--- src/rtl/if_stage_if.sv ---
//==============================================================================
// Module : if_stage_if
// Brief  : Instruction-memory request/response channel between fetch and imem.
// Rev    : 1.0
//==============================================================================
`default_nettype none

interface if_stage_if;
    logic        imem_req_valid;
    logic        imem_req_ready;
    logic [31:0] imem_req_addr;
    logic        imem_resp_valid;
    logic [31:0] imem_resp_data;

    modport master (
        output imem_req_valid,
        output imem_req_addr,
        input  imem_req_ready,
        input  imem_resp_valid,
        input  imem_resp_data
    );

    modport slave (
        input  imem_req_valid,
        input  imem_req_addr,
        output imem_req_ready,
        output imem_resp_valid,
        output imem_resp_data
    );
endinterface

`default_nettype wire

--- src/rtl/if_stage.sv ---
//==============================================================================
// Module : if_stage
// Brief  : RV32 instruction fetch stage driving the IF/ID pipeline register.
// Rev    : 1.0
//==============================================================================
`default_nettype none

module if_stage #(
    parameter logic [31:0] RESET_PC = 32'h0000_0000,
    parameter logic [31:0] NOP_INST = 32'h0000_0013
) (
    input  logic        clk,
    input  logic        rst,
    if_stage_if.master  imem,
    input  logic        d_hazard_detected,
    input  logic        ex_take_branch,
    input  logic [31:0] ex_target_pc,
    output logic [31:0] if_id_IR,
    output logic [31:0] if_id_PC,
    output logic [31:0] if_id_NPC,
    output logic        if_id_valid_inst
);

    typedef enum logic [0:0] {
        S_REQ  = 1'b0,
        S_WAIT = 1'b1
    } state_t;

    state_t      r_state;
    logic [31:0] r_fetch_pc;
    logic [31:0] r_req_pc;
    logic        r_drop;
    logic        r_buf_valid;
    logic [31:0] r_buf_ir;
    logic [31:0] r_buf_pc;
    logic        r_valid;
    logic [31:0] r_ir;
    logic [31:0] r_pc;
    logic [31:0] r_npc;

    logic        w_req_valid;
    logic        w_req_fire;
    logic        w_resp_live;
    logic        w_advance;
    logic [31:0] w_target;

    // Redirect target is always forced onto a word boundary.
    assign w_target    = ex_target_pc & ~32'h0000_0003;
    assign w_req_valid = rst & (r_state == S_REQ) & ~r_buf_valid & ~ex_take_branch;
    assign w_req_fire  = w_req_valid & imem.imem_req_ready;
    assign w_resp_live = (r_state == S_WAIT) & imem.imem_resp_valid & ~r_drop & ~ex_take_branch;
    assign w_advance   = ~d_hazard_detected & ~ex_take_branch;

    assign imem.imem_req_valid = w_req_valid;
    assign imem.imem_req_addr  = r_fetch_pc;

    assign if_id_IR         = r_ir;
    assign if_id_PC         = r_pc;
    assign if_id_NPC        = r_npc;
    assign if_id_valid_inst = r_valid;

    always_ff @(posedge clk) begin
        if (!rst) begin
            r_state     <= S_REQ;
            r_fetch_pc  <= RESET_PC;
            r_req_pc    <= 32'h0;
            r_drop      <= 1'b0;
            r_buf_valid <= 1'b0;
            r_buf_ir    <= NOP_INST;
            r_buf_pc    <= 32'h0;
            r_valid     <= 1'b0;
            r_ir        <= NOP_INST;
            r_pc        <= 32'h0;
            r_npc       <= 32'h4;
        end else begin
            case (r_state)
                S_REQ: begin
                    if (w_req_fire) begin
                        r_state    <= S_WAIT;
                        r_req_pc   <= r_fetch_pc;
                        r_fetch_pc <= r_fetch_pc + 32'd4;
                    end
                end
                S_WAIT: begin
                    // A response always ends the wait, whether kept or discarded.
                    if (imem.imem_resp_valid) begin
                        r_state <= S_REQ;
                        r_drop  <= 1'b0;
                    end else if (ex_take_branch) begin
                        r_drop <= 1'b1;
                    end
                end
            endcase

            if (ex_take_branch) begin
                r_fetch_pc  <= w_target;
                r_buf_valid <= 1'b0;
                r_valid     <= 1'b0;
                r_ir        <= NOP_INST;
            end else if (w_advance) begin
                if (r_buf_valid) begin
                    r_buf_valid <= 1'b0;
                    r_valid     <= 1'b1;
                    r_ir        <= r_buf_ir;
                    r_pc        <= r_buf_pc;
                    r_npc       <= r_buf_pc + 32'd4;
                end else if (w_resp_live) begin
                    r_valid <= 1'b1;
                    r_ir    <= imem.imem_resp_data;
                    r_pc    <= r_req_pc;
                    r_npc   <= r_req_pc + 32'd4;
                end else begin
                    r_valid <= 1'b0;
                    r_ir    <= NOP_INST;
                end
            end else if (w_resp_live) begin
                r_buf_valid <= 1'b1;
                r_buf_ir    <= imem.imem_resp_data;
                r_buf_pc    <= r_req_pc;
            end
        end
    end

endmodule

`default_nettype wire

--- src/flat_wrapper.sv ---
// flat-port wrapper written by rule: the top's interface ports become plain ports
module if_stage_flat 
#(
    parameter logic [31:0] RESET_PC = 32'h0000_0000,
    parameter logic [31:0] NOP_INST = 32'h0000_0013
)
  (clk, rst, d_hazard_detected, ex_take_branch, ex_target_pc, if_id_IR, if_id_PC, if_id_NPC, if_id_valid_inst, imem_imem_req_valid, imem_imem_req_addr, imem_imem_req_ready, imem_imem_resp_valid, imem_imem_resp_data);
  if_stage_if imem_i ();
  input  logic clk;
  input  logic rst;
  input  logic d_hazard_detected;
  input  logic ex_take_branch;
  input  logic [31:0] ex_target_pc;
  output logic [31:0] if_id_IR;
  output logic [31:0] if_id_PC;
  output logic [31:0] if_id_NPC;
  output logic if_id_valid_inst;
  output wire logic [$bits(imem_i.imem_req_valid)-1:0] imem_imem_req_valid;
  output wire logic [$bits(imem_i.imem_req_addr)-1:0] imem_imem_req_addr;
  input wire logic [$bits(imem_i.imem_req_ready)-1:0] imem_imem_req_ready;
  input wire logic [$bits(imem_i.imem_resp_valid)-1:0] imem_imem_resp_valid;
  input wire logic [$bits(imem_i.imem_resp_data)-1:0] imem_imem_resp_data;
  assign imem_imem_req_valid = imem_i.imem_req_valid;
  assign imem_imem_req_addr = imem_i.imem_req_addr;
  assign imem_i.imem_req_ready = imem_imem_req_ready;
  assign imem_i.imem_resp_valid = imem_imem_resp_valid;
  assign imem_i.imem_resp_data = imem_imem_resp_data;
  if_stage #(.RESET_PC(RESET_PC), .NOP_INST(NOP_INST)) u_core (.clk(clk), .rst(rst), .imem(imem_i), .d_hazard_detected(d_hazard_detected), .ex_take_branch(ex_take_branch), .ex_target_pc(ex_target_pc), .if_id_IR(if_id_IR), .if_id_PC(if_id_PC), .if_id_NPC(if_id_NPC), .if_id_valid_inst(if_id_valid_inst));
endmodule
--- config.mk ---
export PLATFORM = sky130hd
export DESIGN_NAME = if_stage_flat
export DESIGN_NICKNAME = d
export VERILOG_FILES = /design/src/rtl/if_stage_if.sv /design/src/rtl/if_stage.sv /design/src/flat_wrapper.sv
export SDC_FILE = /design/constraint.sdc
export NUM_CORES = 1
export LEC_CHECK = 0
export BUFFER_PORTS_ARGS = -buffer_cell sky130_fd_sc_hd__buf_2
export CAP_MARGIN = 30
export CELL_PAD_IN_SITES_DETAIL_PLACEMENT = 1
export CELL_PAD_IN_SITES_GLOBAL_PLACEMENT = 2
export CORE_MARGIN = 3
export CORE_UTILIZATION = 29
export DETAILED_ROUTE_END_ITERATION = 7
export GPL_TIMING_DRIVEN = 1
export PLACE_DENSITY = 0.8
export SLEW_MARGIN = 20
export SYNTH_ARGS = -nofsm -noshare
export SYNTH_HDL_FRONTEND = slang
export SYNTH_SLANG_ARGS = --single-unit
--- constraint.sdc ---
create_clock -name clk -period 2.8 [get_ports clk]
set_clock_uncertainty 0.1 [all_clocks]
set_input_delay 0.7 -clock clk [delete_from_list [all_inputs] [get_ports clk]]
set_output_delay 0.7 -clock clk [all_outputs]
set_load 0.1 [all_outputs]
==> reports/metrics.cfg, run 1 <==
[synthesis]
ys_seq_elements=218
yosysSeqAreaShare=0.4488
mappedNetlistArea_sq_um=9724
syn_inst=1193
ys_warn_count=0
synth_cell_types=62
synth-main-ff-cell=dfxtp_1
synth_edf_count=0
synthArstFlopShare=0
avgSynthCellArea_sq_um=8.151

[timing]
slew_viol_final=0
fmax_mhz=374.8
setup_viol=0
rsz0062_at_grt=false
worst_pin_slew_ns=0.8168
period_needed_ns=2.668
finalHoldViolations=0
maxSlewHeadroom=0.4399
finalCritPeriodShare=0.9528
holdWs_ns=0.3014

[place]
port_buffers=191
finalWeightedCongestion=0.7692
hpwl_um=22980

[floorplanning]
core-area_sq_um=32780
fp-row-count=66
die_h_um=189.1
die_w_um=189.1
start_util=0.2966
num_io_pins=200
die-area_sq_um=35760

[hold_path]
holdCritPathClass=in -> reg
worstHoldStart=ex_target_pc[7]
min_path_cells=3
min_to=u_core.imem.imem_req_addr[7]$_SDFFE_PN0P_

[cells_and_area]
fin_util=0.3705
drive_gt1_frac=0.2158
n_antenna_cell=0
num-fill-cells=3970
nets=1435
syn_to_final_growth_pct=24.92

[setup_path]
end_kind=primary output
slowest_delay_ns=0.42
crit_family=buffers and inverters
r2r_end=u_core.if_id_NPC[14]$_SDFFE_PN0P_
criticalPathCategory=reg -> out
r2r-start=u_core.r_buf_valid$_SDFFE_PP0N_
cp_max_fo=34
crit_chain=buf_8 -> nor4b_4 -> buf_4 -> buf_12
r2r_slack_ns=0.42
path_buf_inv=3
cp.required_ns=2.00
critPathArrivalTime_ns=1.87
r2r_cells=6
worstSetupStartpointType=register
crit_slowest_cell=dfxtp_4

[cts]
numClockSinks=218
numCtsBuffers=26
cts_tree=done
clock_path_buffers=3
htreeDepth=1
cts-root-buf=clkbuf_16
ctsHoldBuffers=0
clk_latency_ns=0.54
clk_pin_slew_ns=0.06

[global_route]
grt_pass1_vias=9161
grt_util_all_layers=0.1767
grt_start_max_net_pins=76
overflow=0
antenna_found_initial=1
grt_pass1_wl_um=52090

[routing]
routed_wl_um=32630
drt-initial-drc-count=434
via_per_inst=5.057
drc_errors=0
wl_per_cell_um=17.90
wl_met3_um=1492
dr_wl_met2_um=13780
dr_total_vias=9219
top_layer=met5
drt_pass1_iterations=5
final_antenna_net_count=0
wl_met1_um=16800

[power_and_ir_drop]
ir_worst_vdd_mv=0.3954
p_leak_nw=4.469
pwr_density_cell_nw_per_um2=617.7

[outcome]
status=completed

[job]
drv_cap=0

## placed cells by master, fill, tap and decap left out, drive strengths merged, types with 4 or more instances in the layout
cell,instances
a221oi,31
nor3,42
inv,7
nor4,10
nor2b,30
buf,236
xor2,5
o311ai,6
a21oi,126
nand2,235
clkinv,6
and3,13
o221ai,6
clkbuf,38
nand3,78
a31oi,5
nand4b,5
mux2,5
mux2i,34
dfxtp,218
nand2b,6
xnor2,24
nor2,56
conb,6
and4,4
a211oi,33
o211ai,9
nand3b,14
or3,7
o21ai,25
and2,4
nand4,17
## cell usage after synthesis (all sizes together), types with 2 or more instances
library cell    n  area, sq um
nand2         235        882.1
mux2            5        56.30
a31oi           5        31.28
nand4          17        106.4
a21o            3        22.52
a22oi           3        27.52
nand3b         14        105.1
and2            4        25.02
clkbuf         78        292.8
nor3           42        210.2
nor2           56        210.2
mux2i          34        340.3
o2111ai         2        17.52
dfxtp         218         4364
or3             7        43.79
nand3          78        400.4
nor2b          30        187.7
o211ai          9        67.56
o221ai          6        52.55
nand2b          6        37.54
and4            4        35.03
nor4           10        62.56
and3           13        81.33
a21boi          3        22.52
nor4b           3        32.53
ha              3        37.54
xor2            5        43.79
o311ai          6        52.55
a21oi         126        630.6
or4             2        15.01
inv             7        26.28
a211oi         33        252.7
nand4b          5        43.79
xnor2          24        210.2
buf            22        137.6
a2111o          2        22.52
a221oi         31        271.5
o21ai          25        125.1
nor3b           3        22.52
or2             2        12.51
## per-layer routing
layer / vias to the layer above / GRT usage
li1: 4575 / -
met2: 199 / 0.2648
met5: - / 0
met1: 4404 / 0.2682
met3: 39 / 0.02518
met4: 2 / 0.03753
## power by group
group | internal, mW | total, mW | switching, mW | leakage [nW]
Combinational | 0.185 | 0.865 | 0.680 | 2.28
Clock | 2.05 | 3.40 | 1.35 | 0.422
Sequential | 3.17 | 3.24 | 0.0752 | 1.77
Total | 5.40 | 7.50 | 2.11 | 4.47
## metrics by stage
step           cell area, sq um  power (mW)  worst slack [ns]  setup TNS (ns)  instances
2_1_floorplan              9829       3.951           -0.6853          -10.44       1198
3_3_place_gp              11270       4.169            0.1428               0       1775
3_5_place_dp              11270       4.177           0.05218               0       1775
4_1_cts                   12130       7.601          0.007381               0       1822
5_1_grt                   12150       7.805           0.05269               0       1823
6_report                  12150       7.504            0.1321               0       1823
## layout make-up
class / count / area (sq um) / share of cell area
Clock buffer: 38 / 757.0 / 0.06231
Tap cell: 442 / 553.0 / 0.04552
Multi-Input combinational cell: 873 / 4970 / 0.4091
Clock inverter: 9 / 97.59 / 0.008034
Timing Repair Buffer: 236 / 1374 / 0.1131
Sequential cell: 218 / 4368 / 0.3596
Inverter: 7 / 28.78 / 0.002369
## logic make-up (layout without fill, tap and decap cells)
logic type,after synthesis,in the layout,share of synthesized area
other,1,6,0.0003856
flip-flops,218,218,0.4488
adder cells (fa/ha/maj),3,3,0.003860
AO/OA/AOI/OAI,264,264,0.1737
AND/OR/NAND/NOR,532,532,0.2594
XOR/XNOR,29,29,0.02612
buffers and inverters,107,290,0.04696
multiplexers,39,39,0.04079
## worst max path at each step
stage                                         start                                          to  slack [ns]  depth (start not counted)
detailed placement  u_core.r_buf_valid$_SDFFE_PP0N_           u_core.if_id_NPC[14]$_SDFFE_PN0P_        0.05                          6
CTS                 u_core.r_buf_valid$_SDFFE_PP0N_                         imem_imem_req_valid       0.007                          4
global placement    u_core.r_buf_valid$_SDFFE_PP0N_            u_core.if_id_PC[15]$_SDFFE_PN0P_        0.14                          7
floorplan                            ex_take_branch  u_core.imem.imem_req_addr[19]$_SDFFE_PN0P_       -0.69                          6
finish              u_core.r_buf_valid$_SDFFE_PP0N_                         imem_imem_req_valid        0.13                          4
global route        u_core.r_buf_valid$_SDFFE_PP0N_                         imem_imem_req_valid        0.05                          4
## flip-flops by register name (all words and copies together), names as in the netlist, 30 cells and up
register and count:
u_core.r_req_pc 30, u_core.imem.imem_req_addr 30, u_core.r_buf_ir 32, u_core.if_id_PC 30, u_core.r_buf_pc 30, u_core.if_id_NPC 30
u_core.if_id_IR 32
## timing repair
action	4_1_cts	5_1_grt
resized for setup	2	0
setup endpoints to repair	1	1
pin swaps	0	0
setup buffers	0	1
## worst reg2reg max path, stage by stage, from the launching register on
cell and delay (ns):
dfxtp_4 0.48, buf_8 0.30, inv_1 0.23, a21oi_4 0.38
buf_12 0.32, nand2_1 0.28, o21ai_0 0.22
No activity file was read; power rests on OpenSTA's default activity.
==> run 2, diff against run 1 <==
--- a/config.mk
+++ b/config.mk
@@ -13,7 +13,7 @@
 export CORE_UTILIZATION = 29
 export DETAILED_ROUTE_END_ITERATION = 7
 export GPL_TIMING_DRIVEN = 1
-export PLACE_DENSITY = 0.8
+export PLACE_DENSITY = 0.78
 export SLEW_MARGIN = 20
 export SYNTH_ARGS = -nofsm -noshare
 export SYNTH_HDL_FRONTEND = slang
==> reports/metrics.cfg, run 2 (synthesis results as in run 1) <==
[cells_and_area]
multi_input_area_sq_um=4970  ; unchanged
layout_commonest_cell=nand2_1
layout_common_cells=nand2_1 (235), dfxtp_1 (217), buf_2 (190), a21oi_1 (125), nand3_1 (75)
fin_area_sq_um=12280  ; +1.1%
drive_gt1_frac=0.2201  ; +0.004358
nets=1446  ; +0.77%
num-fill-cells=3939  ; -0.78%
seq_area_sq_um=4368  ; unchanged
n_antenna_cell=0  ; unchanged
syn_to_final_growth_pct=26.25

[cts]
clk_pin_slew_ns=0.06  ; about the same
clk_latency_ns=0.53  ; about the same
cts-root-buf=clkbuf_16
numCtsBuffers=26  ; unchanged
numClockSinks=218  ; unchanged
cts_tree=done
ctsHoldBuffers=0  ; unchanged
clock_path_buffers=3  ; unchanged
htreeDepth=1  ; unchanged

[floorplanning]
fp-row-count=66  ; unchanged
die_h_um=189.1  ; unchanged
die_w_um=189.1  ; unchanged
core-area_sq_um=32780  ; unchanged
start_util=0.2966  ; unchanged
die-area_sq_um=35760  ; unchanged
num_io_pins=200  ; unchanged

[setup_path]
r2r_slack_ns=0.42  ; about the same
r2r_cells=6  ; unchanged
criticalPathCategory=reg -> out
worstSetupStartpointType=register
r2r-start=u_core.r_buf_valid$_SDFFE_PP0N_
critPathArrivalTime_ns=1.86  ; about the same
cp.required_ns=2.00  ; about the same
end_kind=primary output
cp_max_fo=43  ; +26%
critical_path.startpoint=u_core.r_buf_valid$_SDFFE_PP0N_
r2r_end=u_core.if_id_NPC[31]$_SDFFE_PN0P_
crit_end=imem_imem_req_valid

[global_route]
grt_pass1_wl_um=51370  ; -1.4%
antenna_found_initial=1  ; unchanged
grt_util_all_layers=0.1753  ; -0.001401
overflow=0  ; unchanged
grt_start_max_net_pins=58  ; -24%
grt_pass1_vias=9137  ; -0.26%

[routing]
wl_per_cell_um=17.75  ; -0.83%
dr_total_vias=9232  ; +0.14%
via_per_inst=5.039  ; -0.35%
routed_wl_um=32520  ; -0.34%
final_antenna_net_count=0  ; unchanged
drt-initial-drc-count=524  ; +21%
drc_errors=0  ; unchanged
drt_pass1_iterations=7  ; +2

[hold_path]
holdCritPathClass=in -> reg

[power_and_ir_drop]
pwr_density_cell_nw_per_um2=619.1  ; +0.22%
ir_worst_vdd_mv=0.4688  ; +19%
intPower_mw=5.539  ; +2.6%
p_comb_frac=0.114  ; about the same
p_leak_nw=4.531  ; +1.4%
total_power_mw=7.600  ; +1.3%
switching_share=0.2712  ; -0.009483
pwr-share-seq=0.427  ; -0.005
p_switching_mw=2.061  ; -2.1%
clkPwrFrac=0.460  ; +0.007

[timing]
holdWs_ns=0.2977  ; -0.003634 ns
tns_ns=0  ; unchanged
worst_pin_slew_ns=0.7364  ; -0.08038 ns
setup_ws_ns=0.1365  ; +0.004403 ns
finalCritPeriodShare=0.9513  ; -0.001572
setup_viol=0  ; unchanged
slew_viol_final=0  ; unchanged
finalHoldViolations=0  ; unchanged
period_needed_ns=2.664  ; -0.004403 ns
fmax_mhz=375.4  ; +0.17%
maxSlewHeadroom=0.4950  ; +0.05512
rsz0062_at_grt=false

[place]
finalWeightedCongestion=0.7818  ; +1.6%
port_buffers=191  ; unchanged
hpwl_um=22910  ; -0.32%
place_ws_ns=0.2685  ; +0.2163 ns
place_area_sq_um=11380  ; +0.95%

[outcome]
status=completed

[job]
drv_cap=0  ; unchanged

## run 2: how the worst min path moves through the flow
stage | start | to | slack, ns | cells after the start
after detailed placement | u_core.if_id_NPC[6]$_SDFFE_PN0P_ | u_core.if_id_NPC[6]$_SDFFE_PN0P_ | 0.35 | 2
final | imem_imem_resp_valid | u_core.r_drop$_SDFFE_PN0P_ | 0.30 | 2
after CTS | imem_imem_resp_valid | u_core.r_drop$_SDFFE_PN0P_ | 0.27 | 2
after floorplan | u_core.r_buf_pc[29]$_SDFFE_PN0P_ | u_core.r_buf_pc[29]$_SDFFE_PN0P_ | 0.34 | 2
after global routing | imem_imem_resp_valid | u_core.r_drop$_SDFFE_PN0P_ | 0.30 | 2
after global placement | u_core.if_id_NPC[2]$_SDFFE_PN1P_ | u_core.if_id_NPC[2]$_SDFFE_PN1P_ | 0.34 | 1
## run 2: cell type report
class / count / area share
well taps: 442 / 0.04505
multi-input cells: 873 / 0.4048
flip-flops and latches: 218 / 0.3558
clock inverters: 4 / 0.007746
clock buffers: 41 / 0.06421
repair buffers: 247 / 0.1201
inverters: 7 / 0.002344
## run 2: metal layers
layer / wire length [um] / GRT usage
met2: 13870 / 0.2621
met5: 7 / 0
met1: 16590 / 0.2648
met4: 471 / 0.03638
met3: 1579 / 0.02870
## run 2: power groups by stage
stage                     Combinational [mW]  Clock, mW  Sequential (mW)
after floorplan                        0.286          0             3.67
after global placement                 0.861          0             3.31
after detailed placement               0.867          0             3.31
after CTS                              0.870       3.60             3.24
after global routing                   0.915       3.74             3.25
final                                  0.863       3.49             3.24
## run 2: what timing repair did
action,CTS,global route
buffers inserted,0,1
endpoints found under the setup margin,0,1
hold endpoints to repair,0,0
gates resized for setup,0,0
## run 2: metrics by stage
step	util	std cells
after floorplan	-	1198
after global placement	0.3471	1786
after detailed placement	0.3471	1786
after CTS	0.3740	1831
after global routing	0.3745	1832
final	0.3745	1832
## run 2: worst max-delay path: stages (launching register included)
cell	delay (ns)
dfxtp_4	0.42
buf_12	0.22
nor4b_4	0.30
buf_4	0.21
buf_12	0.17
